## config.mk

```make
export PLATFORM = sky130hd
export DESIGN_NAME = seq_shift_add_multiplier_16
export DESIGN_NICKNAME = d
export VERILOG_FILES = /design/src/rtl/seq_shift_add_multiplier_16.sv
export SDC_FILE = /design/constraint.sdc
export NUM_CORES = 1
export LEC_CHECK = 0
export ABC_AREA = 1
export CAP_MARGIN = 0
export CORE_UTILIZATION = 40
export DETAILED_ROUTE_END_ITERATION = 8
export PLACE_DENSITY = 0.64
export SYNTH_ARGS = -nofsm -noshare
export SYNTH_HDL_FRONTEND = slang
export SYNTH_SLANG_ARGS = --single-unit
```

## constraint.sdc

```tcl
create_clock -name clk -period 14 [get_ports clk]
set_clock_uncertainty 0.15 [all_clocks]
set_input_delay 1.4 -clock clk [delete_from_list [all_inputs] [get_ports clk]]
set_output_delay 1.4 -clock clk [all_outputs]
set_load 0.02 [all_outputs]
```

## src/rtl/seq_shift_add_multiplier_16.sv

```systemverilog
// Sequential 16x16 unsigned shift-add multiplier.
// A single ripple-carry adder is the only arithmetic resource.
// One shift-add iteration runs per clock, 16 in total.
// A start/busy/done handshake frames each operation.

// 16-bit ripple-carry adder built from a chain of full-adder cells.
module ripple_carry_adder_16 (
  input  logic [15:0] in1,
  input  logic [15:0] in2,
  input  logic        cin,
  output logic [15:0] sum,
  output logic        cout
);

  logic w_c;

  // Walk the carry from bit 0 upward through each full-adder cell.
  always_comb begin
    sum  = '0;
    w_c  = cin;
    for (int i = 0; i < 16; i++) begin
      sum[i] = in1[i] ^ in2[i] ^ w_c;
      w_c    = (in1[i] & in2[i]) | (w_c & (in1[i] ^ in2[i]));
    end
    cout = w_c;
  end

endmodule

module seq_shift_add_multiplier_16 (
  input  logic        clk,
  input  logic        rst,
  input  logic        start,
  input  logic [15:0] in1,
  input  logic [15:0] in2,
  output logic [31:0] product,
  output logic        busy,
  output logic        done
);

  typedef enum logic [1:0] {
    IDLE = 2'd0,
    BUSY = 2'd1,
    DONE = 2'd2
  } state_t;

  state_t      r_state;
  state_t      w_stateNext;

  logic [15:0] r_m;
  logic [15:0] r_a;
  logic [15:0] r_q;
  logic [3:0]  r_cnt;
  logic [31:0] r_product;

  logic [15:0] w_sum;
  logic        w_cout;
  logic [16:0] w_partial;
  logic [31:0] w_shifted;
  logic        w_accept;
  logic        w_lastIter;

  ripple_carry_adder_16 u_adder (
    .in1  (r_a),
    .in2  (r_m),
    .cin  (1'b0),
    .sum  (w_sum),
    .cout (w_cout)
  );

  // Conditionally add M into A (keeping the carry), then shift {C,A,Q} right by one.
  always_comb begin
    w_partial = {1'b0, r_a};
    if (r_q[0]) begin
      w_partial = {w_cout, w_sum};
    end
    w_shifted  = {w_partial, r_q[15:1]};
    w_lastIter = (r_state == BUSY) && (r_cnt == 4'd15);
  end

  // The closing edge of the DONE cycle is also a sampling point for start, so a
  // held start restarts on a 17-cycle cadence; start is otherwise ignored in BUSY/DONE.
  always_comb begin
    w_accept    = 1'b0;
    w_stateNext = r_state;
    case (r_state)
      IDLE: begin
        if (start) begin
          w_accept    = 1'b1;
          w_stateNext = BUSY;
        end
      end
      BUSY: begin
        if (r_cnt == 4'd15) begin
          w_stateNext = DONE;
        end
      end
      DONE: begin
        if (start) begin
          w_accept    = 1'b1;
          w_stateNext = BUSY;
        end else begin
          w_stateNext = IDLE;
        end
      end
      default: begin
        w_stateNext = IDLE;
      end
    endcase
  end

  // State register with synchronous reset that aborts any operation in flight.
  always_ff @(posedge clk) begin
    if (rst) begin
      r_state <= IDLE;
    end else begin
      r_state <= w_stateNext;
    end
  end

  // Operand capture, iteration datapath and result register.
  always_ff @(posedge clk) begin
    if (rst) begin
      r_m       <= '0;
      r_a       <= '0;
      r_q       <= '0;
      r_cnt     <= '0;
      r_product <= '0;
    end else if (w_accept) begin
      r_m   <= in1;
      r_a   <= '0;
      r_q   <= in2;
      r_cnt <= '0;
    end else if (r_state == BUSY) begin
      r_a   <= w_shifted[31:16];
      r_q   <= w_shifted[15:0];
      r_cnt <= r_cnt + 4'd1;
      if (w_lastIter) begin
        r_product <= w_shifted;
      end
    end
  end

  // Handshake outputs decode registered state only.
  always_comb begin
    busy    = (r_state == BUSY);
    done    = (r_state == DONE);
    product = r_product;
  end

endmodule

```

[Word-level counts from Yosys, hierarchy flattened]
Index checks and enable logic that the tools add are counted.
Operators by class
  add/sub/neg operators: 1
  equal/unequal tests: 5
  multiplexer cells: 9
  bitwise gates (word level): 78
  reductions and logical operators: 7
Operators with widths (number)
  $mux 16: 2
  $and 1x1->1: 31
  $xor 1x1->1: 31
  $mux 17: 1
  $or 1x1->1: 15
  $pmux 2 s3: 1
  $add 4x1->4 const B: 1
  $eq 4x4->1 const B: 1
  $mux 2: 2
  $reduce_or 2->1: 2
  $mux 1: 3
  $reduce_and 3->1: 1
  $eq 2x1->1 const B: 1
  $eq 2x2->1 const B: 1
  $logic_not 2->1: 1
  $ne 2x1->1 const B: 1
  $ne 2x2->1 const B: 1
  $reduce_and 2->1: 1
  $reduce_bool 2->1: 1
  $logic_and 1x1->1: 1
  $not 1->1: 1
Word-level totals
  flip-flop bits (word level): 86
  input bits: 35
  output and inout port bits: 34
  word-level logic and storage cells: 106

[Depth between registers and ports, before layout]
Gate-level depths: netlist (run 1).
  depth after elaboration: 34
  gate-level depth with buffers: 24
  depth with buffers taken out: 24

[Modules after synthesis]
A second synthesis (run 1) with hierarchy kept.
Unflattened totals
  cells, all modules: 533
  area, all modules: 3875.0 um^2
Modules (own cells, without submodules)
  seq_shift_add_multiplier_16: times used 1, cells an instance 507, area each 3517.1 um^2, seq. area each 1721.7 um^2
  ripple_carry_adder_16: times used 1, cells an instance 26, area each 357.8 um^2, seq. area each 0.0 um^2

[Worst setup path after synthesis (run 1)]
Ideal clock, no wire load.
  path type: flip-flop to flip-flop
  start point: register r_m[0]
  end point: register r_product[30] (netlist: product[30])
  setup time: 0.070 ns
  data arrival time: 6.037 ns
  data required time: 13.780 ns
  path slack: 7.742 ns
  cell stages (with the launch flop): 25
  path buffers: 0
  period minus slack after synthesis: 6.258 ns
  cells stage by stage: dfxtp_1 > ha_1 > fa_1 > fa_1 > fa_1 > fa_1 > fa_1 > inv_1 > fa_1 > fa_1 > inv_1 > fa_1 > fa_1 > fa_1 > fa_1 > fa_1 > inv_1 > fa_1 > inv_1 > fa_1 > fa_1 > nand2_1 > nand2_1 > nand2_1 > a21oi_1
Between the ends
  longest elaborated chain between the ends: 31
RTL lines
  start, declared: line 50  | logic [15:0] r_m;
  start signal, assigned: line 130  | r_m <= in1;
  $and 1x1->1 (2 in series): line 23  | w_c = (in1[i] & in2[i]) | (w_c & (in1[i] ^ in2[i]));
  $or 1x1->1: line 23
  $and 1x1->1: line 23
  $or 1x1->1: line 23
  $and 1x1->1: line 23
  $or 1x1->1: line 23
  $and 1x1->1: line 23
  $or 1x1->1: line 23
  [... 14 more ...]
  $and 1x1->1: line 23
  $or 1x1->1: line 23
  $and 1x1->1: line 23
  $or 1x1->1: line 23
  $and 1x1->1: line 23
  $or 1x1->1: line 23
  $xor 1x1->1: line 22  | sum[i] = in1[i] ^ in2[i] ^ w_c;
  $mux 17: line 74  | if (r_q[0]) begin
  end signal, assigned: line 139  | r_product <= w_shifted;
  end, declared: line 54  | logic [31:0] r_product;
Every way passes these cells.
A chain may end at the register's enable or synchronous reset.

[Worst setup path in the final report (run 1)]
Same ends and word-level chain as after synthesis.

==> metrics.cfg, run 1 <==
[global_route]
grt_pass1_vias=3060
grt_overflow=0
antenna_found_initial=0
grt_util_all_layers=0.188
grt_first_pass_wirelength_um=14400
grt_max_degree=43

[logic_synthesis]
seq_area_frac_synth=0.461
synth-seq-cells=86
ys_top_cells_by_area=dfxtp_1 46%, nand2_1 21%, fa_1 8.0%
mappedNetlistArea_um2=3740
netlist-cell-type-count=17
synth_top_cell_by_area=dfxtp_1
ys_warn_count=0
synth_top_area_share=0.461
syn_nets=564
synthCells=512
avgSynthCellArea_um2=7.30

[clocking]
clkSlewWorstSetupHoldPaths_ps=90
clk_path_buf_depth=2
cts_resized=0
hold_buffers=0
insertion_delay_ps=350
htreeDepth=3
post_cts.repair.setup_buffers=0
cts_tree=yes
numCtsBuffers=9
clock-sinks=86
cts-root-buf=clkbuf_8

[power]
pwr_density_cell_nw_per_um2=108
peakVddDrop_uv=51.0
p_leak_nw=1.96

[layout]
diodes=0
postLayoutCellArea_um2=4680
area_growth_syn_to_layout_pct=25.2
final_nets=618
multiInputGateArea_um2=1750
seq_area_um2=1720
drive_above_1_share=0.0455
fillers=862

[min_path]
min_path_type=flop to flop
hp-start=r_q[8]$_SDFFE_PP0P_
hold_depth=2
hold_path_end=product[7]$_SDFFE_PP0P_

[floorplan]
die-area_um2=9730
row_count=34
io_pins=69
start_util=0.420
fp.dieH_um=98.6
die_w_um=98.6
core_um2=8890

[placed_design]
dp_slack_ps=7390
hpwl_um=5620
port_buffers=68
post_dp_cell_area_um2=4450
place_congestion=0.779

[drt]
wl_per_cell_um=12.6
drc=0
ant_nets=0
vias=3246
first_pass_iters=4
routed_wl_um=8580
drt_first_iter_violations=129
routed_via_density=4.78

[sta]
fin_setup_tns_ps=0
worst_slack_ps=7360
relSlewSlack=0.259
hold_violations=0
rsz0062_at_grt=no
fin_crit_sh=0.475
setup_viol=0
worst_pin_slew_ps=1110
period_minus_slack_ps=6640
max_freq_mhz=151
slew_viol_final=0

[run]
maxCapViolations=0

[setup_path]
r2r_setup_slack_ps=7360
cp.required_ps=14130
end_kind=flop
timing.rr.start=r_m[0]$_SDFFE_PP0P_
reg2reg_to=product[30]$_SDFFE_PP0P_
critPathArrivalTime_ps=6770
crit_type=flop to flop
r2r_cells=24
critPathLaunchType=flop
cp_max_fo=2

[run_status]
outcome=finished clean

==> placed cells by master (no fill, tap or decap), types with 11 or more instances in the layout <==
cell,count
a21oi_1,50
clkbuf_8,11
clkdlybuf4s50_1,68
dfxtp_1,86
fa_1,15
inv_1,33
nand2_1,207
nand3_1,20
nor2_1,40
o21ai_0,23
==> metal layers <==
layer | global-route usage | vias up | part of all wire
li1 | - | 1688 | -
met1 | 0.262 | 1467 | 0.50
met2 | 0.292 | 79 | 0.44
met3 | 0.0284 | 12 | 0.046
met4 | 0.0792 | 0 | 0.016
met5 | 0 | - | 0
==> state kept, by name, indices dropped and copies added, names as in the netlist <==
signal   count
r_m         16
product     32
r_q         16
r_a         16
r_state      2
r_cnt        4
==> critical path, stage by stage (launching register included) <==
cell,delay [ps]
dfxtp_1,320
ha_1,220
fa_1,380
fa_1,390
fa_1,400
fa_1,410
fa_1,380
inv_1,70
fa_1,180
fa_1,170
inv_1,50
fa_1,400
fa_1,400
fa_1,390
fa_1,380
fa_1,360
inv_1,70
fa_1,150
inv_1,50
fa_1,370
fa_1,480
nand2_1,50
nand2_1,110
nand2_1,60
a21oi_1,170
==> per-stage QoR <==
stage / cells / power (W) / util / hold WS, ps
detailed placement: 663 / 0.000314 / 0.500 / 305
finish: 679 / 0.000507 / 0.526 / 315
global route: 679 / 0.000529 / 0.526 / 332
CTS: 679 / 0.000510 / 0.526 / 318
global placement: 663 / 0.000314 / 0.500 / 300
floorplan: 512 / 0.000295 / - / 288
==> worst max path at each step <==
stage / endpoint / slack (ps) / startpoint / cells past startpoint
floorplan: product[30]$_SDFFE_PP0P_ / 7740 / r_m[0]$_SDFFE_PP0P_ / 24
global placement: product[30]$_SDFFE_PP0P_ / 7480 / r_m[0]$_SDFFE_PP0P_ / 24
detailed placement: product[30]$_SDFFE_PP0P_ / 7390 / r_m[0]$_SDFFE_PP0P_ / 24
CTS: product[30]$_SDFFE_PP0P_ / 7370 / r_m[0]$_SDFFE_PP0P_ / 24
global route: product[30]$_SDFFE_PP0P_ / 7070 / r_m[0]$_SDFFE_PP0P_ / 24
finish: product[30]$_SDFFE_PP0P_ / 7360 / r_m[0]$_SDFFE_PP0P_ / 24
==> cells by family (layout without fill, tap and decap cells) <==
family	Yosys count	in the layout	synth area share
compound gates	73	73	0.0978
fa+ha+maj	17	17	0.0871
buf+inv	64	123	0.0703
flops	86	86	0.461
simple gates	272	272	0.284
==> synth_stat cells <==
cell and number:
nand2_1 207, dfxtp_1 86, a21oi_1 50, nor2_1 41, inv_1 33, o21ai_0 23, nand3_1 20, fa_1 15
clkbuf_1 13, buf_2 12, inv_2 3, buf_4 2, ha_1 2, nor2_2 2, clkinv_1 1, nand2_2 1
nor2_4 1
==> layout make-up <==
type	count	area share
multi-input combinational	362	0.375
clock inverter	5	0.0174
sequential	86	0.368
tap	108	0.0289
timing repair buffer	70	0.149
clock buffer	11	0.0324
inverter	37	0.0297
==> where the power goes <==
part	switching (W)	internal, W
clock	0.0000886	0.000110
combinational	0.0000279	0.0000194
sequential	0.00000779	0.000253
total	0.000124	0.000383
Note: power is estimated with default switching activity, not from simulation.
==> inputs of run 2 (changes only) <==
--- a/config.mk
+++ b/config.mk
@@ -9,7 +9,7 @@
 export CAP_MARGIN = 0
 export CORE_UTILIZATION = 40
 export DETAILED_ROUTE_END_ITERATION = 8
-export PLACE_DENSITY = 0.64
+export PLACE_DENSITY = 0.66
 export SYNTH_ARGS = -nofsm -noshare
 export SYNTH_HDL_FRONTEND = slang
 export SYNTH_SLANG_ARGS = --single-unit
==> constraint.sdc (replaced) <==
create_clock -name clk -period 5.7 [get_ports clk]
set_clock_uncertainty 0.15 [all_clocks]
set_input_delay 0.57 -clock clk [delete_from_list [all_inputs] [get_ports clk]]
set_output_delay 0.57 -clock clk [all_outputs]
set_load 0.02 [all_outputs]
==> metrics.cfg, run 2 (same netlist as run 1, synthesis figures left out) <==
[run_status]
outcome=finished with violations
violations=setup timing

[placed_design]
placedCellCount=664  ; +0.15%
port_buffers=68  ; unchanged
place_congestion=0.766  ; -1.6%
hpwl_um=5730  ; +2.0%

[floorplan]
io_pins=69  ; unchanged
start_util=0.420  ; unchanged
die-area_um2=9730  ; unchanged
row_count=34  ; unchanged
core_um2=8890  ; unchanged
fp.dieH_um=98.6  ; unchanged
die_w_um=98.6  ; unchanged

[clocking]
numCtsBuffers=9  ; unchanged
cts-root-buf=clkbuf_8
clkSlewWorstSetupHoldPaths_ps=80  ; about the same
clock-sinks=86  ; unchanged
hold_buffers=0  ; unchanged
clk_path_buf_depth=2  ; unchanged
post_cts.repair.setup_buffers=0  ; unchanged
htreeDepth=3  ; unchanged
cts_tree=yes
insertion_delay_ps=350  ; about the same

[drt]
wl_per_cell_um=12.7  ; +0.40%
routed-wl-met2_um=3750  ; +0.48%
met3WireLength_um=337  ; -14%
drc=0  ; unchanged
top_layer=met4
vias=3239  ; -0.22%
routed_via_density=4.78  ; about the same
drt_first_iter_violations=77  ; -40%
routed_wl_um=8600  ; +0.26%
ant_nets=0  ; unchanged
wl_met1_um=4360  ; +1.1%
first_pass_iters=4  ; unchanged

[sta]
period_minus_slack_ps=6130  ; -518 ps
rsz0062_at_grt=yes
slew_viol_final=0  ; unchanged
relSlewSlack=0.278  ; +0.0187
max_freq_mhz=163  ; +8.4%
worst_slack_ps=-427  ; -7780 ps
fin_crit_sh=1.07  ; +0.600
setup_viol=6  ; +6
whs_ps=314  ; -1.69 ps
worst_pin_slew_ps=1080  ; -27.9 ps
hold_violations=0  ; unchanged

[global_route]
antenna_found_initial=0  ; unchanged
grt_first_pass_wirelength_um=14800  ; +2.5%
grt_pass1_vias=3124  ; +2.1%
grt_max_degree=43  ; unchanged
grt_util_all_layers=0.194  ; +0.00594
grt_overflow=0  ; unchanged

[setup_path]
critPathBufInv=4  ; unchanged
cp_common_cell=fa_2
slowest_stage=fa_1
max_stage_delay_ps=480  ; about the same
path_cells=ha_4 > fa_2 > fa_2 > fa_2 > fa_2 > fa_2 > inv_2 > fa_2 > fa_2 > inv_2 > fa_2 > fa_2 > fa_2 > fa_2 > fa_2 > inv_2 > fa_2 > inv_2 > fa_2 > fa_1 > nand2_1 > nand2_2 > nand2_1 > a21oi_2
critPathLaunchType=flop
cp_top_family=adder cells
cp_max_fo=2  ; unchanged
critPathArrivalTime_ps=6270  ; -500 ps
r2r_cells=24  ; unchanged
crit_type=flop to flop
cp.required_ps=5840  ; -8290 ps
end_kind=flop
reg2reg_to=product[30]$_SDFFE_PP0P_
r2r_setup_slack_ps=-430  ; -7780 ps
timing.rr.start=r_m[0]$_SDFFE_PP0P_

[min_path]
hp-start=product[25]$_SDFFE_PP0P_
hold_depth=2  ; unchanged
hold_path_end=product[25]$_SDFFE_PP0P_
min_path_type=flop to flop

[power]
peakVddDrop_uv=137  ; +170%
pwr_density_cell_nw_per_um2=265  ; +140%
p_leak_nw=1.93  ; -1.2%

[layout]
largest_reg_flops=32  ; unchanged
diodes=0  ; unchanged
layout_commonest_cell=nand2_1
drive_above_1_share=0.0860  ; +0.0404
mostFrequentLayoutCells=206 x nand2_1, 84 x dfxtp_1, 68 x clkdlybuf4s50_1
instances_no_fill=678  ; -0.15%
final_nets=619  ; +0.16%
fillers=861  ; -0.12%
area_growth_syn_to_layout_pct=26.8

[run]
maxCapViolations=0  ; unchanged

-- run 2: stage by stage --
stage                     setup slack (ps)   util  setup TNS [ps]  total power [W]  area (um^2)
after floorplan                       -144      -            -274         0.000727         3770
after global placement                -348  0.505           -1090         0.000771         4490
after detailed placement              -436  0.505           -1540         0.000774         4490
after CTS                             -431  0.530           -1610          0.00126         4710
after global routing                  -630  0.533           -2800          0.00131         4740
final                                 -427  0.533           -1630          0.00126         4740
-- run 2: power breakdown --
group / total [W] / switching [W] / internal (W)
clock: 0.000497 / 0.000212 / 0.000285
sequential: 0.000641 / 0.0000202 / 0.000621
combinational: 0.000118 / 0.0000691 / 0.0000485
-- run 2: layer usage --
layer / up-vias / GRT usage
li1: 1688 / -
met1: 1479 / 0.263
met2: 62 / 0.310
met3: 10 / 0.0312
met4: 0 / 0.0792
met5: - / 0
-- run 2: layout make-up --
type / instances / area (um^2) / share of cell area
Inverter: 37 / 139 / 0.0293
Multi-Input combinational cell: 362 / 1810 / 0.382
Tap cell: 108 / 135 / 0.0285
Clock buffer: 9 / 124 / 0.0261
Clock inverter: 5 / 100 / 0.0211
Sequential cell: 86 / 1720 / 0.364
Timing Repair Buffer: 71 / 703 / 0.148
-- run 2: worst max path at each step --
stage	start	endpoint	slack (ps)	cells after the start
floorplan	r_a[0]$_SDFFE_PP0P_	product[30]$_SDFFE_PP0P_	-140	24
global placement	r_m[0]$_SDFFE_PP0P_	product[30]$_SDFFE_PP0P_	-350	24
detailed placement	r_m[0]$_SDFFE_PP0P_	product[30]$_SDFFE_PP0P_	-440	24
CTS	r_m[0]$_SDFFE_PP0P_	product[30]$_SDFFE_PP0P_	-430	24
global route	r_m[0]$_SDFFE_PP0P_	r_a[14]$_SDFFE_PP0P_	-630	24
finish	r_m[0]$_SDFFE_PP0P_	product[30]$_SDFFE_PP0P_	-430	24
-- run 2: repair_timing --
action                     CTS  global route
resized for setup            1             9
gates cloned                 0             0
setup endpoints to repair    6             8
pin swaps                    5             4
-- run 2: worst register-to-register path, stage by stage, from the launching register on --
cell and delay, ps:
dfxtp_2 340, ha_4 160, fa_2 330, fa_2 350, fa_2 350, fa_2 360, fa_2 340, inv_2 60
fa_2 200, fa_2 200, inv_2 40, fa_2 350, fa_2 370, fa_2 350, fa_2 340, fa_2 340
inv_2 60, fa_2 180, inv_2 40, fa_2 330, fa_1 480, nand2_1 60, nand2_2 100, nand2_1 60
a21oi_2 160
==> inputs of run 3 (changes only) <==
--- a/config.mk
+++ b/config.mk
@@ -7,9 +7,12 @@
 export LEC_CHECK = 0
 export ABC_AREA = 1
 export CAP_MARGIN = 0
-export CORE_UTILIZATION = 40
+export CELL_PAD_IN_SITES_DETAIL_PLACEMENT = 0
+export CELL_PAD_IN_SITES_GLOBAL_PLACEMENT = 1
+export CORE_UTILIZATION = 34
 export DETAILED_ROUTE_END_ITERATION = 8
-export PLACE_DENSITY = 0.66
+export PLACE_DENSITY = 0.76
+export SLEW_MARGIN = 20
 export SYNTH_ARGS = -nofsm -noshare
 export SYNTH_HDL_FRONTEND = slang
 export SYNTH_SLANG_ARGS = --single-unit
==> metrics.cfg, run 3 (same netlist as run 1, synthesis figures left out) <==
[run_status]
outcome=finished with violations
violations=setup timing

[sta]
fin_crit_sh=1.08  ; +0.00452
slew_viol_final=0  ; unchanged
max_freq_mhz=163  ; -0.42%
hold_violations=0  ; unchanged
setup_viol=6  ; unchanged
worst_slack_ps=-453  ; -25.7 ps
worst_pin_slew_ps=907  ; -173 ps
relSlewSlack=0.395  ; +0.117
period_minus_slack_ps=6150  ; +25.7 ps
rsz0062_at_grt=yes

[clocking]
numCtsBuffers=9  ; unchanged
insertion_delay_ps=360  ; about the same
cts-root-buf=clkbuf_8
clk_path_buf_depth=2  ; unchanged
clkSlewWorstSetupHoldPaths_ps=90  ; about the same
htreeDepth=3  ; unchanged
post_cts.repair.setup_buffers=0  ; unchanged
clock-sinks=86  ; unchanged
cts_tree=yes

[drt]
ant_nets=0  ; unchanged
routed_via_density=4.62  ; -3.3%
drt_first_iter_violations=146  ; +90%
drc=0  ; unchanged
vias=3275  ; +1.1%
routed_wl_um=9110  ; +6.0%
first_pass_iters=5  ; +1
wl_per_cell_um=12.9  ; +1.3%

[placed_design]
hpwl_um=6080  ; +6.1%
port_buffers=68  ; unchanged
post_dp_cell_area_um2=4530  ; +0.95%
place_congestion=0.789  ; +3.0%

[layout]
final_util=0.454  ; -0.0789
mostFrequentLayoutCells=206 x nand2_1, 84 x dfxtp_1, 68 x clkdlybuf4s50_1
area_growth_syn_to_layout_pct=27.7
postLayoutCellArea_um2=4770  ; +0.69%
drive_above_1_share=0.0908  ; +0.00479
fillers=1106  ; +28%
layout_commonest_cell=nand2_1
multiInputGateArea_um2=1800  ; -0.55%
final_nets=620  ; +0.16%
seq_area_um2=1720  ; unchanged
diodes=0  ; unchanged
largest_reg_flops=32  ; unchanged

[power]
pwr_density_cell_nw_per_um2=260  ; -1.8%
peakVddDrop_uv=148  ; +7.9%
power_w=0.00124  ; -1.1%
p_leak_nw=1.93  ; -0.23%

[global_route]
grt_first_pass_wirelength_um=14900  ; +0.56%
antenna_found_initial=0  ; unchanged
grt_util_all_layers=0.170  ; -0.0242
grt_max_degree=38  ; -12%
grt_pass1_vias=3022  ; -3.3%
grt_overflow=0  ; unchanged

[floorplan]
fp.dieH_um=107  ; +8.3%
die_w_um=107  ; +8.3%
row_count=37  ; +8.8%
die-area_um2=11400  ; +17%
start_util=0.356  ; -0.0647
io_pins=69  ; unchanged
core_um2=10500  ; +18%

[setup_path]
cp.required_ps=5850  ; about the same
critPathArrivalTime_ps=6300  ; +30 ps
critPathLaunchType=flop
crit_type=flop to flop
cp_max_fo=2  ; unchanged
end_kind=flop

[run]
maxCapViolations=0  ; unchanged

[min_path]
min_path_type=flop to flop

-- run 3: final cells by class --
class / instances / area share
multi-input cells: 362 / 0.378
flip-flops and latches: 86 / 0.361
repair buffers: 72 / 0.149
well taps: 136 / 0.0357
clock buffers: 11 / 0.0296
inverters: 37 / 0.0291
clock inverters: 5 / 0.0173
-- run 3: stage by stage --
stage | std cells | hold slack, ps | worst slack (ps) | TNS (ps)
after detailed placement | 693 | 306 | -420 | -1410
final | 709 | 309 | -453 | -1720
after global routing | 709 | 331 | -630 | -2890
after floorplan | 512 | 288 | -144 | -274
after CTS | 709 | 314 | -422 | -1490
after global placement | 693 | 304 | -355 | -1070
-- run 3: path summary, 6_finish.rpt --
path | slack, ps | endpoint | from | cells after the start
setup / recovery | -450 | product[30]$_SDFFE_PP0P_ | r_m[0]$_SDFFE_PP0P_ | 24
hold / removal | 310 | product[2]$_SDFFE_PP0P_ | r_q[3]$_SDFFE_PP0P_ | 2
setup reg to reg | -450 | product[30]$_SDFFE_PP0P_ | r_m[0]$_SDFFE_PP0P_ | 24
hold reg to reg | 310 | product[2]$_SDFFE_PP0P_ | r_q[3]$_SDFFE_PP0P_ | 2
-- run 3: worst max-delay path, cell delays in order (launching register included) --
cell,delay (ps)
dfxtp_2,330
ha_2,180
fa_2,340
fa_2,350
fa_2,340
fa_2,360
fa_2,340
inv_2,60
fa_2,200
fa_2,200
inv_2,40
fa_2,350
fa_2,370
fa_2,340
fa_2,350
fa_2,340
inv_2,60
fa_2,180
inv_2,40
fa_2,320
fa_1,480
nand2_1,50
nand2_1,100
nand2_1,70
a21oi_2,150
-- run 3: timing repair --
action                                  CTS  global route
gates resized for setup                   1             7
pin swaps                                 4             1
endpoints found under the setup margin    6             7
hold endpoints to repair                  0             0
hold buffers                              0             0
-- run 3: layer usage --
layer | vias up | track usage | part of all wire
met3 | 4 | 0.0365 | 0.037
met2 | 59 | 0.258 | 0.45
met4 | 0 | 0.0734 | 0.0081
met5 | - | 0 | 0
li1 | 1694 | - | -
met1 | 1518 | 0.232 | 0.51
-- run 3: report_power, final --
| group | internal [W] | total [W] | switching (W) |
|---|---|---|---|
| clock | 0.000259 | 0.000480 | 0.000221 |
| sequential | 0.000621 | 0.000641 | 0.0000197 |
| combinational | 0.0000492 | 0.000121 | 0.0000716 |
